**src/rtl/traffic_lamp_driver.sv**
```systemverilog
// traffic_lamp_driver: registers the four direction codes, screens them for illegal/conflicting
// values and drives the lamps, falling back to a latched flashing-red FAULT. Define LAMP_PWM_EN for PWM dimming.
module traffic_lamp_driver #(
  parameter int PWM_BITS     = 8,
  parameter int BLINK_DIV    = 16,
  parameter int FAULT_CYCLES = 3
) (
  input  logic                clk,
  input  logic                reset,
  input  logic [2:0]          north_dir,
  input  logic [2:0]          south_dir,
  input  logic [2:0]          east_dir,
  input  logic [2:0]          west_dir,
  input  logic [PWM_BITS-1:0] brightness,
  input  logic                fault_clr,
  output logic [2:0]          led_north,
  output logic [2:0]          led_south,
  output logic [2:0]          led_east,
  output logic [2:0]          led_west,
  output logic                fault,
  output logic [1:0]          fault_cause
);

  // state      | meaning
  // ST_NORMAL  | codes clean, registered codes displayed
  // ST_SUSPECT | error seen, holding last_good while counting error samples
  // ST_FAULT   | latched flashing red until fault_clr with clean codes
  typedef enum logic [1:0] {ST_NORMAL, ST_SUSPECT, ST_FAULT} state_t;

  localparam int CW = (FAULT_CYCLES > 1) ? $clog2(FAULT_CYCLES + 1) : 1;
  localparam int BW = $clog2(BLINK_DIV);

  state_t          state_q, state_d;
  logic [3:0][2:0] dir_q, dir_d, last_good_q, last_good_d, led_q, led_d, disp;
  logic [CW-1:0]   cnt_q, cnt_d, cnt_inc;
  logic [BW-1:0]   blink_q, blink_d;
  logic            phase_q, phase_d;
  logic [1:0]      cause_q, cause_d;
  logic            illegal, conflict, err, pwm_on;
  logic [2:0]      n_active;

  assign dir_d = {west_dir, east_dir, south_dir, north_dir};

  always_comb begin
    illegal  = 1'b0;
    n_active = 3'd0;
    for (int i = 0; i < 4; i++) begin
      if (!(dir_q[i] inside {3'b001, 3'b010, 3'b100})) illegal = 1'b1;
      if (dir_q[i] != 3'b100) n_active = n_active + 3'd1;
    end
    conflict = (n_active > 3'd1);
    err      = illegal | conflict;
  end

  assign cnt_inc = cnt_q + CW'(1);

  always_comb begin
    state_d     = state_q;
    cnt_d       = cnt_q;
    cause_d     = cause_q;
    blink_d     = blink_q;
    phase_d     = phase_q;
    last_good_d = last_good_q;
    case (state_q)
      ST_NORMAL: begin
        if (!err) begin
          last_good_d = dir_q;
        end else if (FAULT_CYCLES == 1) begin
          state_d = ST_FAULT;
          cause_d = {conflict, illegal};
          blink_d = '0;
          phase_d = 1'b1;
        end else begin
          state_d = ST_SUSPECT;
          cnt_d   = CW'(1);
        end
      end
      ST_SUSPECT: begin
        if (!err) begin
          state_d = ST_NORMAL;
          cnt_d   = '0;
        end else if (cnt_inc == CW'(FAULT_CYCLES)) begin
          state_d = ST_FAULT;
          cnt_d   = '0;
          cause_d = {conflict, illegal};
          blink_d = '0;
          phase_d = 1'b1;
        end else begin
          cnt_d = cnt_inc;
        end
      end
      ST_FAULT: begin
        if (blink_q == BW'(BLINK_DIV - 1)) begin
          blink_d = '0;
          phase_d = ~phase_q;
        end else begin
          blink_d = blink_q + BW'(1);
        end
        if (fault_clr && !err) begin
          state_d = ST_NORMAL;
          cause_d = 2'b00;
        end
      end
      default: state_d = ST_NORMAL;
    endcase
  end

  // A raw sample is only trusted when it is clean; otherwise show the last clean frame.
  always_comb begin
    disp = last_good_q;
    if (state_q == ST_NORMAL && !err) disp = dir_q;
    for (int i = 0; i < 4; i++) begin
      led_d[i] = disp[i] & {3{pwm_on}};
      if (state_q == ST_FAULT) led_d[i] = phase_q ? 3'b100 : 3'b000;
    end
  end

  always_ff @(posedge clk or posedge reset) begin
    if (reset) begin
      state_q     <= ST_NORMAL;
      dir_q       <= {4{3'b100}};
      last_good_q <= {4{3'b100}};
      cnt_q       <= '0;
      cause_q     <= 2'b00;
      blink_q     <= '0;
      phase_q     <= 1'b1;
      led_q       <= '0;
    end else begin
      state_q     <= state_d;
      dir_q       <= dir_d;
      last_good_q <= last_good_d;
      cnt_q       <= cnt_d;
      cause_q     <= cause_d;
      blink_q     <= blink_d;
      phase_q     <= phase_d;
      led_q       <= led_d;
    end
  end

`ifdef LAMP_PWM_EN
  logic [PWM_BITS-1:0] pwm_cnt_q, pwm_cnt_d, duty_q, duty_d;

  // Duty only reloads at the wrap so a period is never cut short.
  always_comb begin
    pwm_cnt_d = pwm_cnt_q + PWM_BITS'(1);
    duty_d    = (pwm_cnt_q == '0) ? brightness : duty_q;
  end

  always_ff @(posedge clk or posedge reset) begin
    if (reset) begin
      pwm_cnt_q <= '0;
      duty_q    <= '0;
    end else begin
      pwm_cnt_q <= pwm_cnt_d;
      duty_q    <= duty_d;
    end
  end

  assign pwm_on = (&duty_q) | (pwm_cnt_q < duty_q);
`else
  logic unused_brightness;
  assign unused_brightness = ^brightness;
  assign pwm_on            = 1'b1;
`endif

  assign led_north   = led_q[0];
  assign led_south   = led_q[1];
  assign led_east    = led_q[2];
  assign led_west    = led_q[3];
  assign fault       = (state_q == ST_FAULT);
  assign fault_cause = cause_q;

endmodule

```
**config.mk**
```make
export PLATFORM = sky130hd
export DESIGN_NAME = traffic_lamp_driver
export DESIGN_NICKNAME = d
export VERILOG_FILES = /design/src/rtl/traffic_lamp_driver.sv
export SDC_FILE = /design/constraint.sdc
export NUM_CORES = 1
export LEC_CHECK = 0
export ABC_AREA = 1
export ABC_CLOCK_PERIOD_IN_PS = 2250
export CAP_MARGIN = 20
export CORE_MARGIN = 2
export CORE_UTILIZATION = 40
export DETAILED_ROUTE_END_ITERATION = 16
export PLACE_DENSITY = 0.63
export SYNTH_ARGS = -nofsm -noshare
export SYNTH_HDL_FRONTEND = slang
export SYNTH_SLANG_ARGS = --single-unit
```
**constraint.sdc**
```tcl
create_clock -name clk -period 2.25 [get_ports clk]
set_input_delay 0.5625 -clock clk [delete_from_list [all_inputs] [get_ports clk]]
set_output_delay 0.5625 -clock clk [all_outputs]
set_load 0.1 [all_outputs]
```
==> flow_summary.yaml, run 1 <==
outcome:
  status: "finished with violations"
  violations: "setup timing"
route:
  route.detailed.wl_per_inst_um: 11.6
  ant_nets: 0
  routed_wl_mm: 4.38
  drtIter0Drc: 85
  drt-pass1-iter-count: 4
  vias: 1755
  drc: 0
  via_per_inst: 4.64
final_layout:
  antennaDiodeCount: 0
  drive_gt1_share_pct: 39.3
  post-route-util_pct: 61.1
  fin_area_mm2: 0.00318
  layout.cells.non_filler: 378
  fin_nets: 336
  syn2layout_area_growth_pct: 45.0
power:
  clkPwrFrac_pct: 17.9
  power.density_mw_per_mm2: 1150
  power.total_mw: 3.65
  power_switching_mw: 1.68
  peakVddDrop_mv: 0.555
  combPwrFrac_pct: 50.2
  internal_power_mw: 1.97
  seqPwrFrac_pct: 31.8
  power.share.switching_pct: 46.1
  leakagePower_nw: 1.61
synthesis:
  seq_area_frac_synth_pct: 54.1
  synthArstFlopShare_pct: 100
  netlist_area_mm2: 0.00219
  avgSynthCellArea_um2: 8.77
  yosys.area.top_type_share_pct: 43.4
  syn-num-nets: 279
  synth_area_leaders: "dfrtp_1 (43%), dfstp_2 (11%), nand2_1 (11%), inv_1 (7.0%), nand3_1 (6.2%)"
  yosys.area.top_type: "dfrtp_1"
  syn_inst: 250
  synth_edf_count: 0
  ys.warnings.count: 0
  synth_seq_cells: 47
  synth_cell_type_count: 27
  synth_ff_type: "dfrtp_1"
clock_network:
  cts_tree: "built"
  root_buffer: "clkbuf_8"
  cts_buffer_depth: 2
  cts.sinks: 47
  numCtsBuffers: 5
  path_clk_slew_ns: 0.09
  worst_skew_pair.late_latency_ns: 0.30
  h-tree-depth: 2
global_routing:
  grt_antenna_before_repair: 0
  grt_pass1_wl_mm: 7.56
  grt_overflow_total: 0
  grt_max_degree: 48
  track_usage_pct: 16.0
  first_global_vias: 1687
critical_path:
  crit_path_start_kind: "flop"
  end_kind: "flop"
  cp.required_ns: 2.50
  crit_chain: "nand3_4, ha_4, xnor2_2, inv_2, ha_4, nand2_2, nand2_2, nand2_2, nand3_4, nor2_4, nand2_4, buf_12, buf_6, nand2_4, nand3_2, nand2_2"
  cp_top_family: "simple AND/OR/NAND/NOR gates"
  crit_slowest_cell: "dfstp_2"
  crit_fanout: 5
  r2r_cells: 16
  cp_num_buf_inv: 3
  cp_slowest_stage_delay_ns: 0.56
  crit_type: "flop to flop"
  r2r_start: "dir_q[5]"
  path_common_cell: "nand2_2"
  r2r_setup_slack_ns: -0.06
  cp.arrival_ns: 2.56
  r2r_end: "led_west[2]"
sta:
  tightest_slew_ns: 0.335
  finalSetupViolCount: 27
  fmax_mhz: 432
  slew_headroom_pct: 77.7
  holdWs_ns: 0.456
  fin_ws_ns: -0.0646
  rsz0062_at_grt: "true"
  period_minus_slack_ns: 2.31
  hold_violations: 0
  period_share_pct: 103
  slew_viol_final: 0
  fin_skew_ns: 0.00769
  setup_tns_ns: -0.806
flow_run:
  maxCapViolCount: 0
floorplan:
  die_y_um: 78.1
  io_pins: 38
  fp.dieW_um: 78.1
  die_area_mm2: 0.00609
  start_util_pct: 42.1
  num_rows: 26
  core-area_mm2: 0.00520
place:
  dp_hpwl_mm: 2.90
  pre_cts_ws_ns: -0.175
  dp_cells: 364
  place.gp.congestion: 0.783
  placedInstanceArea_mm2: 0.00271
  io_buffers: 29
worst_hold_path:
  hold_class: "flop to flop"
  min_path_cells: 2
  hold_end: "phase_q"
  hp-start: "phase_q"
==> synth_stat cells (2+ instances only) <==
library cell,n
buf_6,2
dfrtp_1,38
dfstp_2,9
ha_1,6
inv_1,41
inv_2,5
nand2_1,62
nand2_4,4
nand3_1,27
nand3_2,4
nand4_1,6
nor2_1,14
o21a_1,4
o21ai_0,13
or2_2,3
==> flip-flops by register name, summed over array words and instances, names as in the netlist <==
name / count
blink_q: 4
cnt_q: 2
dir_q: 12
fault_cause: 2
last_good_q: 12
led_east: 3
led_north: 3
led_south: 3
led_west: 3
phase_q: 1
state_q: 2
==> layout by cell type (no fill, tap or decap), types with 5 or more instances in the layout <==
cell type        count
dfstp_2              9
nand2_2             10
o21ai_1              5
inv_1               38
nor2_1              12
buf_4               32
inv_2                7
nand3_1             16
clkbuf_8             6
nand2_1             45
clkdlybuf4s50_1     14
nand4_1              6
nand3_4              5
o21ai_2              5
dfrtp_1             38
nand3_2             10
nand2_4             10
==> how the worst max path moves through the flow <==
stage               startpoint              to  slack, ns  cells after the start
floorplan             dir_q[2]      state_q[1]      0.002                     15
global placement      dir_q[2]      blink_q[1]      -0.15                     12
detailed placement    dir_q[2]  last_good_q[6]      -0.18                     12
CTS                   dir_q[5]    led_south[1]      -0.07                     16
global route          dir_q[2]     led_west[2]      -0.18                     18
finish                dir_q[5]     led_west[2]      -0.06                     16
==> tightest hold or removal path, cell delays in order, from the launching register on <==
cell     delay (ns)
dfstp_2        0.37
nand2_1        0.04
nand2_1        0.04
==> kinds of logic (layout without fill, tap and decap cells) <==
logic type	count (synthesis)	count (layout)	share of synthesized area [%]
and+or+nand+nor	125	125	27.3
buffers and inverters	50	108	9.30
DFF	47	47	54.1
AOI/OAI and AO/OA	20	20	5.08
adders and majority gates	6	6	3.42
xor gates and xnor gates	2	2	0.799
==> power by group through the flow <==
| stage | clock network (mW) | logic [mW] | registers (mW) |
|---|---|---|---|
| 6_report | 0.656 | 1.84 | 1.16 |
| 2_1_floorplan | 0 | 0.598 | 1.79 |
| 3_3_place_gp | 0 | 1.56 | 1.17 |
| 4_1_cts | 0.680 | 1.66 | 1.16 |
| 5_1_grt | 0.717 | 1.97 | 1.19 |
| 3_5_place_dp | 0 | 1.58 | 1.17 |
==> metal layers <==
layer	GRT usage (%)	part of all wire (%)	vias to the layer above
met2	26.6	50	21
li1	-	-	898
met5	0	0	-
met1	20.6	46	829
met3	3.45	2.1	7
met4	6.32	1.9	0
==> area by class of cell <==
cell class | instances | area (µm²)
Clock buffer | 6 | 82.6
Clock inverter | 2 | 38.8
Fill cell | 452 | 2020
Inverter | 46 | 175
Multi-Input combinational cell | 153 | 1090
Sequential cell | 47 | 1190
Tap cell | 70 | 87.6
Timing Repair Buffer | 54 | 522
==> timing repair <==
item,4_1_cts,5_1_grt
hold buffers,0,0
gates resized for setup,35,40
pin swaps,16,18
gates cloned,2,0
setup endpoints to repair,33,35
buffers inserted,2,3
endpoints found under the hold margin,0,0
Power figures use the tool's default switching activity.
==> run 2: changes to the inputs <==
--- a/config.mk
+++ b/config.mk
@@ -6,12 +6,13 @@
 export NUM_CORES = 1
 export LEC_CHECK = 0
 export ABC_AREA = 1
-export ABC_CLOCK_PERIOD_IN_PS = 2250
+export ABC_CLOCK_PERIOD_IN_PS = 2210
 export CAP_MARGIN = 20
 export CORE_MARGIN = 2
 export CORE_UTILIZATION = 40
 export DETAILED_ROUTE_END_ITERATION = 16
-export PLACE_DENSITY = 0.63
+export GPL_TIMING_DRIVEN = 0
+export PLACE_DENSITY = 0.6
 export SYNTH_ARGS = -nofsm -noshare
 export SYNTH_HDL_FRONTEND = slang
 export SYNTH_SLANG_ARGS = --single-unit
==> constraint.sdc (replaced) <==
create_clock -name clk -period 2.21 [get_ports clk]
set_input_delay 0.5525 -clock clk [delete_from_list [all_inputs] [get_ports clk]]
set_output_delay 0.5525 -clock clk [all_outputs]
set_load 0.1 [all_outputs]
==> flow_summary.yaml, run 2 (synthesized netlist as in run 1, its figures left out) <==
outcome:
  status: "finished with violations"
  violations: "setup timing"
clock_network:
  root_buffer: "clkbuf_8"
  cts_buffer_depth: 2
  worst_skew_pair.late_latency_ns: 0.30
  h-tree-depth: 2
  numCtsBuffers: 5
  cts_tree: "built"
  path_clk_slew_ns: 0.08
  cts.sinks: 47
floorplan:
  start_util_pct: 42.1
  core-area_mm2: 0.00520
  die_area_mm2: 0.00609
  io_pins: 38
  fp.dieW_um: 78.1
  num_rows: 26
  die_y_um: 78.1
global_routing:
  first_global_vias: 1677
  track_usage_pct: 15.1
  grt_overflow_total: 0
  grt_antenna_before_repair: 0
  grt_max_degree: 37
  grt_pass1_wl_mm: 7.32
final_layout:
  layout_commonest_cell: "nand2_1"
  fin_nets: 325
  top_regs: "dir_q: 12 flops, last_good_q: 12 flops, blink_q: 4 flops"
  layout_common_cells: "nand2_1 (49), dfrtp_1 (38), inv_1 (37)"
  antennaDiodeCount: 0
  layout.cells.non_filler: 367
  syn2layout_area_growth_pct: 38.8
  drive_gt1_share_pct: 29.3
  post-route-util_pct: 58.5
route:
  vias: 1700
  route.detailed.wl_per_inst_um: 12.0
  drtIter0Drc: 78
  wl_met1_mm: 1.92
  drt-pass1-iter-count: 4
  via_per_inst: 4.63
  met2_length_mm: 2.28
  drc: 0
  dr_wl_met3_um: 150
  ant_nets: 0
  dr.max_layer_used: "met4"
  routed_wl_mm: 4.42
place:
  dp_cells: 350
  dp_hpwl_mm: 2.92
  place.gp.congestion: 0.787
  io_buffers: 29
critical_path:
  crit_fanout: 5
  crit_path_start_kind: "flop"
  cp.arrival_ns: 2.58
  cp.required_ns: 2.43
  end_kind: "flop"
  crit_type: "flop to flop"
power:
  leakagePower_nw: 1.60
  power.total_mw: 3.60
  power.density_mw_per_mm2: 1180
  peakVddDrop_mv: 0.682
sta:
  fin_skew_ns: 0.00668
  slew_headroom_pct: 36.2
  slew_viol_final: 0
  fmax_mhz: 424
  period_minus_slack_ns: 2.36
  rsz0062_at_grt: "true"
  fin_ws_ns: -0.151
  finalSetupViolCount: 34
  period_share_pct: 107
  tightest_slew_ns: 0.961
  hold_violations: 0
worst_hold_path:
  hold_class: "flop to flop"
flow_run:
  maxCapViolCount: 0
## run 2: power breakdown
group / leakage [nW] / total, mW / internal (mW) / switching (mW)
registers: 0.588 / 1.18 / 1.09 / 0.0936
logic: 0.942 / 1.70 / 0.436 / 1.26
clock network: 0.0654 / 0.724 / 0.452 / 0.273
## run 2: what timing repair did
item / 4_1_cts / 5_1_grt
endpoints found under the hold margin: 0 / 0
gates resized for setup: 59 / 18
setup endpoints to repair: 50 / 36
setup buffers: 4 / 2
pin swaps: 16 / 10
gates cloned: 2 / 1
hold buffers: 0 / 0
## run 2: worst paths after layout
kind                          start              to  slack [ns]  cells after the start
max                        dir_q[5]     led_west[1]       -0.15                     15
min                         phase_q         phase_q        0.47                      2
max reg2reg                dir_q[5]     led_west[1]       -0.15                     15
min reg2reg                 phase_q         phase_q        0.47                      2
max in group asynchronous     reset  last_good_q[8]        1.16                      3
min in group asynchronous     reset  fault_cause[0]        0.51                      2
## run 2: critical path, stage by stage (launching register included)
cell and delay, ns:
dfstp_2 0.58, nand3_4 0.09, ha_4 0.29, xnor2_2 0.11, inv_2 0.06, ha_4 0.16
nand2_1 0.05, nand2_1 0.06, nand2_2 0.07, nand3_2 0.10, nor2_4 0.15, nand2_4 0.08
bufbuf_16 0.27, nand2_1 0.07, o21ai_2 0.06, nor2_1 0.08
## run 2: area by class of cell
class | instances | area [µm²]
Fill cell | 467 | 2160
Clock buffer | 6 | 72.6
Inverter | 46 | 175
Timing Repair Buffer | 39 | 407
Multi-Input combinational cell | 153 | 1000
Clock inverter | 2 | 60.1
Tap cell | 70 | 87.6
Sequential cell | 47 | 1190
Buffer | 4 | 50.0
## run 2: layer usage
layer / vias up / track usage [%]
li1: 868 / -
met1: 795 / 18.4
met2: 31 / 27.0
met3: 6 / 2.76
met4: 0 / 4.74
met5: - / 0
## run 2: metrics by stage
stage	area (µm²)	hold WS (ns)	setup TNS [ns]	setup WS (ns)
2_1_floorplan	2230	0.442	0	0.0111
3_3_place_gp	2610	0.455	-20.59	-0.393
3_5_place_dp	2630	0.458	-5.86	-0.233
4_1_cts	2940	0.470	-2.29	-0.127
5_1_grt	3040	0.495	-7.12	-0.279
6_report	3040	0.470	-3.02	-0.151
